==> config.mk <==
export PLATFORM = sky130hd
export DESIGN_NAME = mux_stream_rr
export DESIGN_NICKNAME = d
export VERILOG_FILES = /design/src/rtl/mux_stream_rr.sv
export SDC_FILE = /design/constraint.sdc
export NUM_CORES = 1
export LEC_CHECK = 0
export BUFFER_PORTS_ARGS = -buffer_cell sky130_fd_sc_hd__buf_2
export CAP_MARGIN = 20
export CELL_PAD_IN_SITES_DETAIL_PLACEMENT = 2
export CELL_PAD_IN_SITES_GLOBAL_PLACEMENT = 2
export CORE_ASPECT_RATIO = 0.75
export CORE_MARGIN = 2
export CORE_UTILIZATION = 25
export DETAILED_ROUTE_END_ITERATION = 6
export GPL_TIMING_DRIVEN = 0
export PLACE_DENSITY = 0.84
export SKIP_LAST_GASP = 1
export SLEW_MARGIN = 30
export SYNTH_ARGS = -nofsm -noshare
export SYNTH_HDL_FRONTEND = slang
export SYNTH_SLANG_ARGS = --single-unit
==> constraint.sdc <==
create_clock -name CLK -period 3.5 [get_ports CLK]
set_clock_uncertainty 0.05 [all_clocks]
set_input_delay 0.875 -clock CLK [delete_from_list [all_inputs] [get_ports CLK]]
set_output_delay 0.875 -clock CLK [all_outputs]
set_load 0.005 [all_outputs]
==> src/rtl/mux_stream_rr.sv <==
// Registered N-channel stream multiplexer: manual-select or round-robin choice
// feeds a single output register with one-cycle latency and full throughput.
module mux_stream_rr #(
    parameter int WIDTH = 4,
    parameter int NCH   = 4,
    parameter int SELW  = 2
) (
    input  logic                 CLK,
    input  logic                 RST_N,
    input  logic [NCH*WIDTH-1:0] D,
    input  logic [NCH-1:0]       VALID_IN,
    output logic [NCH-1:0]       READY_IN,
    input  logic                 MODE,
    input  logic [SELW-1:0]      SEL,
    output logic [WIDTH-1:0]     Y,
    output logic                 VALID_OUT,
    input  logic                 READY_OUT,
    output logic [SELW-1:0]      GRANT
);

    logic [WIDTH-1:0] y_q, y_d;
    logic             valid_q, valid_d;
    logic [SELW-1:0]  grant_q, grant_d;
    logic [SELW-1:0]  ptr_q, ptr_d;

    logic             can_load;
    logic             chosen_ok;
    logic [SELW-1:0]  chosen;
    logic [SELW-1:0]  rr_idx;
    logic [WIDTH-1:0] chosen_data;

    // The register may take a new word when empty or drained this cycle.
    assign can_load = !valid_q || READY_OUT;

    always_comb begin
        // NOTE: every variable gets a default first so no path leaves it unassigned (no latch).
        chosen    = '0;
        chosen_ok = 1'b0;
        rr_idx    = '0;
        if (!MODE) begin
            chosen = SEL;
            for (int i = 0; i < NCH; i++) begin
                if (SEL == SELW'(i)) chosen_ok = VALID_IN[i];
            end
        end else begin
            // Scan farthest-to-nearest so the first valid channel after PTR wins.
            for (int k = NCH; k >= 1; k--) begin
                rr_idx = SELW'((int'(ptr_q) + k) % NCH);
                if (VALID_IN[rr_idx]) begin
                    chosen    = rr_idx;
                    chosen_ok = 1'b1;
                end
            end
        end
    end

    always_comb begin
        chosen_data = '0;
        for (int i = 0; i < NCH; i++) begin
            if (chosen == SELW'(i)) chosen_data = D[i*WIDTH +: WIDTH];
        end
    end

    always_comb begin
        READY_IN = '0;
        for (int i = 0; i < NCH; i++) begin
            READY_IN[i] = can_load && chosen_ok && (chosen == SELW'(i));
        end
    end

    always_comb begin
        y_d     = y_q;
        valid_d = valid_q;
        grant_d = grant_q;
        ptr_d   = ptr_q;
        if (can_load) begin
            valid_d = chosen_ok;
            if (chosen_ok) begin
                y_d     = chosen_data;
                grant_d = chosen;
                ptr_d   = chosen;
            end
        end
    end

    always_ff @(posedge CLK or negedge RST_N) begin
        // NOTE: sequential state uses non-blocking assignments so all registers update together.
        if (!RST_N) begin
            y_q     <= '0;
            valid_q <= 1'b0;
            grant_q <= '0;
            ptr_q   <= SELW'(NCH - 1);
        end else begin
            y_q     <= y_d;
            valid_q <= valid_d;
            grant_q <= grant_d;
            ptr_q   <= ptr_d;
        end
    end

    assign Y         = y_q;
    assign VALID_OUT = valid_q;
    assign GRANT     = grant_q;

endmodule

Word-level counts from Yosys, hierarchy flattened --
Index checks and enable logic that the tools add are counted.
Cells by class: add/subtract/negate cells 4, order comparisons 4, equal/unequal tests 6, mux-type cells 26, reduce and logical (&&, ||, !) cells 10
Operator list (count):
- 4-bit two-way mux | 4
- 1-bit two-way mux | 13
- 2-bit by 3-bit less-than comparator with 1-bit output (second input constant) | 4
- 2-bit two-way mux | 5
- 1-bit binary-select mux with 2-bit select | 4
- 2-bit == test (second input constant) | 4
- 1-bit logical AND | 5
- 2-bit by 1-bit adder with 2-bit output (second input constant) | 2
- 2-bit adder (second input constant) | 2
- 2-bit by 1-bit == test with 1-bit output (second input constant) | 2
- 2-bit logical NOT | 2
- 2-bit AND reduction | 1
- 1-bit logical NOT | 1
- 1-bit logical OR | 1
Word-level totals: flip-flop bits (word level) 9, input port bits 26, output and inout bits 11, word-level logic and storage cells 54

Depth between registers and ports, before layout --
Gate-level depths: netlist of the first run.
depth after elaboration 13, mapped depth 7, depth with buffers taken out 6

Least setup slack after synthesis of the first run --
OpenSTA, ideal clock, no wires.
kind in2out, start point in VALID_IN[2], end point out READY_IN[0], arrival 1.842 ns, required time 2.575 ns, path slack 0.733 ns, stages 4, buffers on the path 0, cell sequence or4_4 > mux2i_4 > a21oi_2 > and3_1
Between the ends: cells in the longest elaborated chain, start to end 9, elaborated cells between the ends (all ways) 23, those cells by class 20 x mux; 3 x reduce/logical
RTL lines:
- start: declaration | RTL line 11 | input logic [NCH-1:0] VALID_IN,
- 1-bit binary-select mux with 2-bit select | RTL line 49 | if (VALID_IN[rr_idx]) begin
- 1-bit two-way mux (implied by the code) | RTL line 49
- 2-bit two-way mux / 1-bit two-way mux (equally long branches) (4 in series) | RTL line 49
- 2-bit two-way mux / 1-bit two-way mux (equally long branches) | RTL line 40 | if (!MODE) begin
- 2-bit logical NOT / 1-bit logical AND (equally long branches) | RTL line 67 | READY_IN[i] = can_load && chosen_ok && (chosen == SELW'(i));
- 1-bit logical AND (*) | RTL line 67
- end: declaration | RTL line 12 | output logic [NCH-1:0] READY_IN,
Mark *: on every way between the ends. The rest lies on a longest branch, timed or not. The select of a mux whose other input is x is not followed.

Worst setup path in the final report of the first run --
start point in VALID_IN[0], end point out READY_IN[2]
Between the ends: cells in the longest elaborated chain, start to end 9, elaborated cells between the ends (all ways) 25, those cells by class 1 x eq/ne; 22 x mux; 2 x reduce/logical
RTL lines (RTL line):
- 1-bit binary-select mux with 2-bit select | 49
- 1-bit two-way mux (implied by the code) | 49
- 2-bit two-way mux / 1-bit two-way mux (equally long branches) (4 in series) | 49
- 2-bit two-way mux / 1-bit two-way mux (equally long branches) | 40
- 2-bit == test / 1-bit logical AND (equally long branches) | 67
- 1-bit logical AND (*) | 67
Marks and branches as above.

==> qor.log, run 1 <==
[drt] remaining antenna violation count after routing 0
[timing] count of pins over their slew limit 0
[placed_design] final estimated routing congestion in global placement 0.702
[drt] wire length after detailed routing 2.18 mm
[drt] DRC violation count after routing 0
[cts] source-to-sink clock delay at the later pin of the worst-skew pair 270 ps
[timing] Worst-Margin Slew 524 ps
[pwr] reported leakage power 0.448 nW
[timing] worst relative slew slack 0.651
[drt] DRC violation total after the first TritonRoute iteration 11
[logic_synthesis] cell area after synthesis 661 µm²
[cts] clock transition at the registers of the reported paths 70 ps
[logic_synthesis] flip-flop cell with the highest count after synthesis sky130_fd_sc_hd__dfrtp_1
[logic_synthesis] Yosys top cell area share 0.265
[timing] fmax 0.316 GHz
[pwr] relative contribution of sequential cells to total power 0.395
[setup_path] Critical Path Start Type input port
[timing] final worst path period need 3160 ps
[setup_path] CP Data Arrival Time 2240 ps
[timing] Worst Hold Margin 387 ps
[pwr] design internal power 249 µW
[floorplan] number of I/O pins 37
[floorplan] floorplan die area 3070 µm²
[cts] clock tree from TritonCTS yes
[global_routing] pin count of the biggest net entering global routing 10
[logic_synthesis] Syn. warnings 0
[global_routing] GRT Resource Usage Total 0.156
[global_routing] first-pass GRT wire length 3.75 mm
[logic_synthesis] cell type with the largest total area after synthesis sky130_fd_sc_hd__dfrtp_1
[drt] average vias per placed instance 4.91
[timing] setup violators final 0
[final_layout] footprint of the multi-input gates 394 µm²
[floorplan] number of core rows 16
[cts] buffer count from post-CTS setup fixing 0
[pwr] power density over cell area 431 nW/µm²
[final_layout] relative area change from synthesis to final layout 38.1%
[cts] clock tree buffer depth 2
[logic_synthesis] fraction of registers with async set/reset 1.00
[logic_synthesis] sequential cell area fraction in the yosys report 0.345
[cts] number of buffers created by CTS 3
[logic_synthesis] main area contributors after synthesis sky130_fd_sc_hd__dfrtp_1 (27%), sky130_fd_sc_hd__dfstp_2 (8.0%), sky130_fd_sc_hd__nor3b_1 (5.7%)
[floorplan] placeable core area 2560 µm²
[timing] Final period util 0.904
[pwr] worst-case vdd ir drop 135 µV
[setup_path] WP data required 2570 ps
[final_layout] Nets 139
[setup_path] type of element capturing the critical path output pin
[drt] total vias in the final route 727
[pwr] Clock Power Share 0.220
[cts] deepest level of the CTS H-tree 1
[floorplan] initial core utilization 0.258
[drt] number of iterations in the first detailed-routing pass 4
[pwr] switching power share of the total 0.365
[floorplan] horizontal die dimension 63.4 µm
[logic_synthesis] Post-Synthesis Net Count 98
[timing] setup repair after global routing missed its margin no
[floorplan] height of the chip 48.5 µm
[logic_synthesis] post-synthesis instance total 72
[outcome] outcome completed
[final_layout] filler instances 333
[flow_run] Max Cap Violations 0
[global_routing] leftover overflow at the end of global routing 0
[logic_synthesis] count of unique library cells instantiated by Yosys 30
[logic_synthesis] post-synthesis sequential element count 9
[global_routing] number of global-route vias before repair 858
[final_layout] number of inserted diodes 0
[logic_synthesis] average cell area after synthesis 9.18 µm²
[placed_design] post-detail-place hpwl 1.84 mm
[logic_synthesis] count of flip-flops with a built-in enable after synthesis 0
[global_routing] number of antenna violations at the first check in global routing 0
[final_layout] Sequential Area 228 µm²
[timing] hold violation total from the final report 0
[pwr] proportion of power drawn by combinational gates 0.385
[min_path] worst min path class input port to async pin
[cts] root buffer cell sky130_fd_sc_hd__clkbuf_4
[placed_design] Port Buffer Count 36
[pwr] Net Switching 144 µW
[final_layout] fraction of layout instances using a drive strength above 1 0.446
[drt] average routed wire per standard cell 14.7 µm
[setup_path] critical path fanouts, max 7
[cts] number of sinks handled by clock tree synthesis 9
[cts] count of cells resized by post-cts repair 0
[setup_path] start-to-end type of the worst setup path input port to output pin
[timing] setup total negative slack 0 ps
[cts] number of buffers inserted for hold repair after clock tree synthesis 0
-- critical path: stages --
cell and delay (ps):
sky130_fd_sc_hd__buf_2 130, sky130_fd_sc_hd__o21bai_1 160, sky130_fd_sc_hd__a2111oi_1 400, sky130_fd_sc_hd__o22ai_1 280, sky130_fd_sc_hd__nor3_1 250, sky130_fd_sc_hd__buf_2 140
-- cells by family after synthesis --
kind of cell | share of synthesized area
and+or+nand+nor | 0.222
AOI/OAI and AO/OA | 0.261
buffers and inverters | 0.0587
DFF | 0.345
muxes | 0.114
-- Yosys cell counts, drive strengths merged, types with 2 or more instances --
| cell | instances |
|---|---|
| a211oi | 5 |
| nor3b | 5 |
| dfstp | 2 |
| nand2 | 7 |
| inv | 9 |
| mux2i | 4 |
| o21ai | 3 |
| nor2 | 7 |
| a21oi | 3 |
| dfrtp | 7 |
| o221ai | 2 |
| a221oi | 3 |
| and3 | 2 |
-- final cells by class --
type,instances,share of cell area
plain buffers,1,0.00549
clock buffers,4,0.0288
inverters,9,0.0370
multi-input cells,53,0.432
flip-flops and latches,9,0.250
well taps,36,0.0494
repair buffers,36,0.198
-- sequential cells by signal, summed over array words and instances, names as in the netlist --
| name | cells |
|---|---|
| VALID_OUT | 1 |
| ptr_q | 2 |
| GRANT | 2 |
| Y | 4 |
-- path summary, 6_finish.rpt --
check	slack, ps	cells after the start	end	from
worst max-delay path	340	6	READY_IN[2]	VALID_IN[0]
min in group CLK	430	2	GRANT[1]$_DFFE_PN0N_	GRANT[1]$_DFFE_PN0N_
worst min-delay path	390	1	GRANT[0]$_DFFE_PN0N_	RST_N
max in group asynchronous	2760	1	ptr_q[1]$_DFFE_PN1N_	RST_N
worst min register to register	430	2	GRANT[1]$_DFFE_PN0N_	GRANT[1]$_DFFE_PN0N_
worst max register to register	1430	6	Y[1]$_DFFE_PN0N_	ptr_q[0]$_DFFE_PN1N_
-- through the flow --
step                      instance area, µm²  power, mW   util  instances  setup WS (ps)
final                                    912      0.393  0.356        148            336
after floorplan                          661      0.240      -         72            733
after global placement                   886      0.301  0.346        144            397
after global routing                     912      0.426  0.356        148            160
after detailed placement                 886      0.310  0.346        144            323
after CTS                                912      0.400  0.356        148            307
-- placed cells by master, fill, tap and decap left out, drive strengths merged, types with 2 or more instances in the layout --
cell     n
a211oi   5
clkbuf   4
and3     2
buf     37
a21oi    3
nand2    7
dfrtp    7
dfstp    2
nor2     7
o221ai   2
nor3b    5
o21ai    3
mux2i    4
a221oi   3
inv      9
-- metal layers --
metal	share of wire	track usage	wire length (µm)	up-vias
li1	-	-	-	348
met5	0	0	0	-
met3	0.057	0.0465	125	5
met4	0.017	0.0543	36	0
met1	0.40	0.183	875	348
met2	0.52	0.272	1140	26
-- power by group through the flow --
stage | registers [mW] | logic [mW] | clock network [mW]
global route | 0.160 | 0.173 | 0.0941
detailed placement | 0.156 | 0.154 | 0
finish | 0.155 | 0.151 | 0.0866
floorplan | 0.154 | 0.0857 | 0
CTS | 0.155 | 0.155 | 0.0904
global placement | 0.155 | 0.146 | 0
Power figures use the tool's default switching activity.
==> inputs of run 2 (changes only) <==
--- a/config.mk
+++ b/config.mk
@@ -5,16 +5,17 @@
 export SDC_FILE = /design/constraint.sdc
 export NUM_CORES = 1
 export LEC_CHECK = 0
+export ABC_AREA = 1
 export BUFFER_PORTS_ARGS = -buffer_cell sky130_fd_sc_hd__buf_2
 export CAP_MARGIN = 20
 export CELL_PAD_IN_SITES_DETAIL_PLACEMENT = 2
 export CELL_PAD_IN_SITES_GLOBAL_PLACEMENT = 2
 export CORE_ASPECT_RATIO = 0.75
 export CORE_MARGIN = 2
-export CORE_UTILIZATION = 25
+export CORE_UTILIZATION = 24
 export DETAILED_ROUTE_END_ITERATION = 6
 export GPL_TIMING_DRIVEN = 0
-export PLACE_DENSITY = 0.84
+export PLACE_DENSITY = 0.85
 export SKIP_LAST_GASP = 1
 export SLEW_MARGIN = 30
 export SYNTH_ARGS = -nofsm -noshare
==> run 2 against run 1 <==
Compared with the run above:
- worst setup slack got worse by 78 ps
- sequential share of layout area decreased by 4.1 points
- synthesized cell count increased by 86%
- clock power increased by 40%
- core utilization decreased by 2.2 points
- flip-flop and latch count unchanged
- non-clock buffer count decreased by 1
- power increased by 120%
- critical endpoint unchanged
- count of clock-buffer cells in the layout unchanged
- largest power group is now combinational cells
- critical path depth increased by 5
- first-iteration DRC count increased to 3.5 times the previous value
- synthesized area increased by 23%
==> qor.log, run 2 <==
[outcome] outcome completed
[logic_synthesis] commonest cells in the synthesized netlist sky130_fd_sc_hd__nand2_1 (57), sky130_fd_sc_hd__inv_1 (19), sky130_fd_sc_hd__nand3_1 (13), sky130_fd_sc_hd__dfrtp_1 (7), sky130_fd_sc_hd__nor2_1 (5)
[logic_synthesis] Post-Synthesis Net Count 160 [+63%]
[final_layout] number of inserted diodes 0 [unchanged]
[floorplan] placeable core area 3270 µm² [+27%]
[final_layout] final non-filler cell total 214 [+45%]
[min_path] number of cells on the worst hold path 2
[setup_path] worst reg-to-reg path cell count 11 [+5]
[cts] number of buffers created by CTS 3 [unchanged]
[timing] fmax 0.308 GHz [-2.4%]
[min_path] worst min path class flip-flop to flip-flop
[pwr] power density over cell area 810 nW/µm² [+88%]
[setup_path] Critical Path Start Type input port
[final_layout] footprint of the multi-input gates 504 µm² [+28%]
[setup_path] start-to-end type of the worst setup path input port to output pin
[floorplan] number of I/O pins 37 [unchanged]
[cts] clock tree buffer depth 2 [unchanged]
[final_layout] Largest register FFs 4 [unchanged]
[drt] average routed wire per standard cell 14.0 µm [-4.8%]
[drt] remaining antenna violation count after routing 0 [unchanged]
[setup_path] CP Data Arrival Time 2320 ps [+80 ps]
[pwr] design internal power 433 µW [+74%]
[final_layout] most common cell after layout, fill and taps aside sky130_fd_sc_hd__nand2_1
[logic_synthesis] count of unique library cells instantiated by Yosys 21 [-30%]
[final_layout] relative area change from synthesis to final layout 33.7%
[setup_path] critical path fanouts, max 10 [+3]
[timing] setup total negative slack 0 ps [unchanged]
[timing] Worst-Margin Slew 521 ps [-3.49 ps]
[pwr] reported leakage power 0.652 nW [+45%]
[drt] total vias in the final route 1,012 [+39%]
[drt] DRC violation count after routing 0 [unchanged]
[cts] root buffer cell sky130_fd_sc_hd__clkbuf_8
[placed_design] final estimated routing congestion in global placement 0.819 [+17%]
[final_layout] Nets 201 [+45%]
[global_routing] leftover overflow at the end of global routing 0 [unchanged]
[timing] setup violators final 0 [unchanged]
[logic_synthesis] main area contributors after synthesis sky130_fd_sc_hd__nand2_1 (26%), sky130_fd_sc_hd__dfrtp_1 (21%), sky130_fd_sc_hd__inv_1 (8.7%)
[setup_path] reg-to-reg critical path startpoint ptr_q[0]$_DFFE_PN1N_
[pwr] worst-case vdd ir drop 292 µV [+120%]
[final_layout] core utilization of the finished layout 0.334 [-0.0219]
[final_layout] highest-count cells in the layout ignoring fill and taps sky130_fd_sc_hd__nand2_1 (57), sky130_fd_sc_hd__buf_2 (36), sky130_fd_sc_hd__inv_1 (19)
[timing] final worst path period need 3240 ps [+77.8 ps]
[setup_path] WP data required 2570 ps [about the same]
[global_routing] number of antenna violations at the first check in global routing 0 [unchanged]
[global_routing] first-pass GRT wire length 4.79 mm [+28%]
[logic_synthesis] cell type with the largest total area after synthesis sky130_fd_sc_hd__nand2_1
[global_routing] GRT Resource Usage Total 0.162 [+0.00578]
[floorplan] floorplan die area 3890 µm² [+26%]
[cts] clock transition at the registers of the reported paths 40 ps [-30 ps]
[timing] setup repair after global routing missed its margin no
[pwr] relative contribution of sequential cells to total power 0.232 [-0.163]
[final_layout] filler instances 433 [+30%]
[logic_synthesis] Yosys top cell area share 0.262 [-0.00288]
[placed_design] placed cell area 1050 µm² [+18%]
[cts] deepest level of the CTS H-tree 1 [unchanged]
[setup_path] type of element capturing the critical path output pin
[drt] average vias per placed instance 4.73 [-3.7%]
[pwr] Clock Power Share 0.137 [-0.083]
[setup_path] register-to-register setup slack 1370 ps [-60 ps]
[placed_design] post-detail-place hpwl 2.50 mm [+36%]
[timing] worst relative slew slack 0.652 [+0.00131]
[timing] count of pins over their slew limit 0 [unchanged]
[final_layout] Sequential Area 228 µm² [unchanged]
[cts] number of buffers inserted for hold repair after clock tree synthesis 0 [unchanged]
[cts] number of sinks handled by clock tree synthesis 9 [unchanged]
[logic_synthesis] Syn. warnings 0 [unchanged]
[cts] buffer count from post-CTS setup fixing 0 [unchanged]
[min_path] launch point of the worst hold path GRANT[1]$_DFFE_PN0N_
[min_path] worst hold path endpoint GRANT[1]$_DFFE_PN0N_
[cts] source-to-sink clock delay at the later pin of the worst-skew pair 230 ps [-40 ps]
[logic_synthesis] most used standard cell by instance count after synthesis sky130_fd_sc_hd__nand2_1
[timing] hold violation total from the final report 0 [unchanged]
[logic_synthesis] sequential cell area fraction in the yosys report 0.279 [-0.0656]
[placed_design] number of placed instances, taps included 210 [+46%]
[setup_path] endpoint of the most critical register-to-register path Y[2]$_DFFE_PN0N_
[final_layout] fraction of layout instances using a drive strength above 1 0.310 [-0.136]
[drt] wire length after detailed routing 3.00 mm [+38%]
[pwr] switching power share of the total 0.510 [+0.144]
[drt] number of iterations in the first detailed-routing pass 2 [-2]
[floorplan] horizontal die dimension 71.3 µm [+13%]
[flow_run] Max Cap Violations 0 [unchanged]
[logic_synthesis] fraction of registers with async set/reset 1.00 [unchanged]
[logic_synthesis] average cell area after synthesis 6.09 µm² [-34%]
[floorplan] height of the chip 54.5 µm [+12%]
[cts] clock tree from TritonCTS yes
[timing] Final period util 0.926 [+0.0222]
[placed_design] Port Buffer Count 36 [unchanged]
[global_routing] number of global-route vias before repair 1,065 [+24%]
[logic_synthesis] post-synthesis sequential element count 9 [unchanged]
[global_routing] pin count of the biggest net entering global routing 11 [+1]
[floorplan] number of core rows 18 [+2]
[pwr] proportion of power drawn by combinational gates 0.631 [+0.246]
[drt] DRC violation total after the first TritonRoute iteration 39 [+28]
[pwr] Net Switching 450 µW [+210%]
[final_layout] Final Instance Area 1090 µm² [+20%]
[cts] count of cells resized by post-cts repair 0 [unchanged]
[logic_synthesis] post-synthesis instance total 134 [+86%]
[floorplan] initial core utilization 0.250 [-0.00800]
[logic_synthesis] cell area after synthesis 816 µm² [+23%]
[logic_synthesis] count of flip-flops with a built-in enable after synthesis 0 [unchanged]
[logic_synthesis] flip-flop cell with the highest count after synthesis sky130_fd_sc_hd__dfrtp_1
[run 2: power groups by stage]
stage	Combinational [mW]	Sequential, mW	Clock (mW)
floorplan	0.383	0.198	0
global route	0.634	0.210	0.132
finish	0.558	0.205	0.121
CTS	0.569	0.205	0.125
global placement	0.529	0.200	0
detailed placement	0.567	0.204	0
[run 2: cells by family (layout without fill, tap and decap cells)]
logic type | count (synthesis) | after routing | share of synthesized area
AO/OA/AOI/OAI | 14 | 14 | 0.117
AND/OR/NAND/NOR | 89 | 89 | 0.502
buffers and inverters | 22 | 62 | 0.103
flip-flops | 9 | 9 | 0.279
[run 2: cell type report]
class | count | share of cell area
multi-input combinational | 103 | 0.462
sequential | 9 | 0.209
timing repair buffer | 36 | 0.165
inverter | 22 | 0.0768
tap | 40 | 0.0459
clock buffer | 4 | 0.0413
[run 2: worst max-delay path, cell delays in order]
cell,delay [ps]
sky130_fd_sc_hd__buf_2,110
sky130_fd_sc_hd__inv_1,40
sky130_fd_sc_hd__nand2_1,80
sky130_fd_sc_hd__nand2_1,60
sky130_fd_sc_hd__and2_1,170
sky130_fd_sc_hd__nand2_1,80
sky130_fd_sc_hd__o211ai_2,240
sky130_fd_sc_hd__inv_1,270
sky130_fd_sc_hd__nand2_1,150
sky130_fd_sc_hd__nor2_1,120
sky130_fd_sc_hd__buf_2,110
[run 2: how the worst max path moves through the flow]
stage	from	end	slack (ps)	depth (start not counted)
after global routing	SEL[0]	READY_IN[2]	70	10
after floorplan	VALID_IN[0]	READY_IN[1]	770	11
after global placement	VALID_IN[3]	READY_IN[2]	340	11
after detailed placement	VALID_IN[1]	READY_IN[2]	260	11
after CTS	VALID_IN[1]	READY_IN[2]	250	11
final	VALID_IN[1]	READY_IN[2]	260	11
[run 2: stage by stage]
step	hold WS (ps)	setup WS (ps)	power [mW]
after global routing	449	74.5	0.976
after detailed placement	419	259	0.771
after CTS	432	248	0.899
after global placement	412	344	0.730
after floorplan	422	773	0.580
final	424	259	0.884
[run 2: layer usage]
layer,vias to the layer above,track usage,wire [µm]
met1,477,0.184,1390
li1,506,-,-
met4,0,0.0189,0
met2,29,0.316,1430
met5,-,0,0
met3,0,0.0479,176
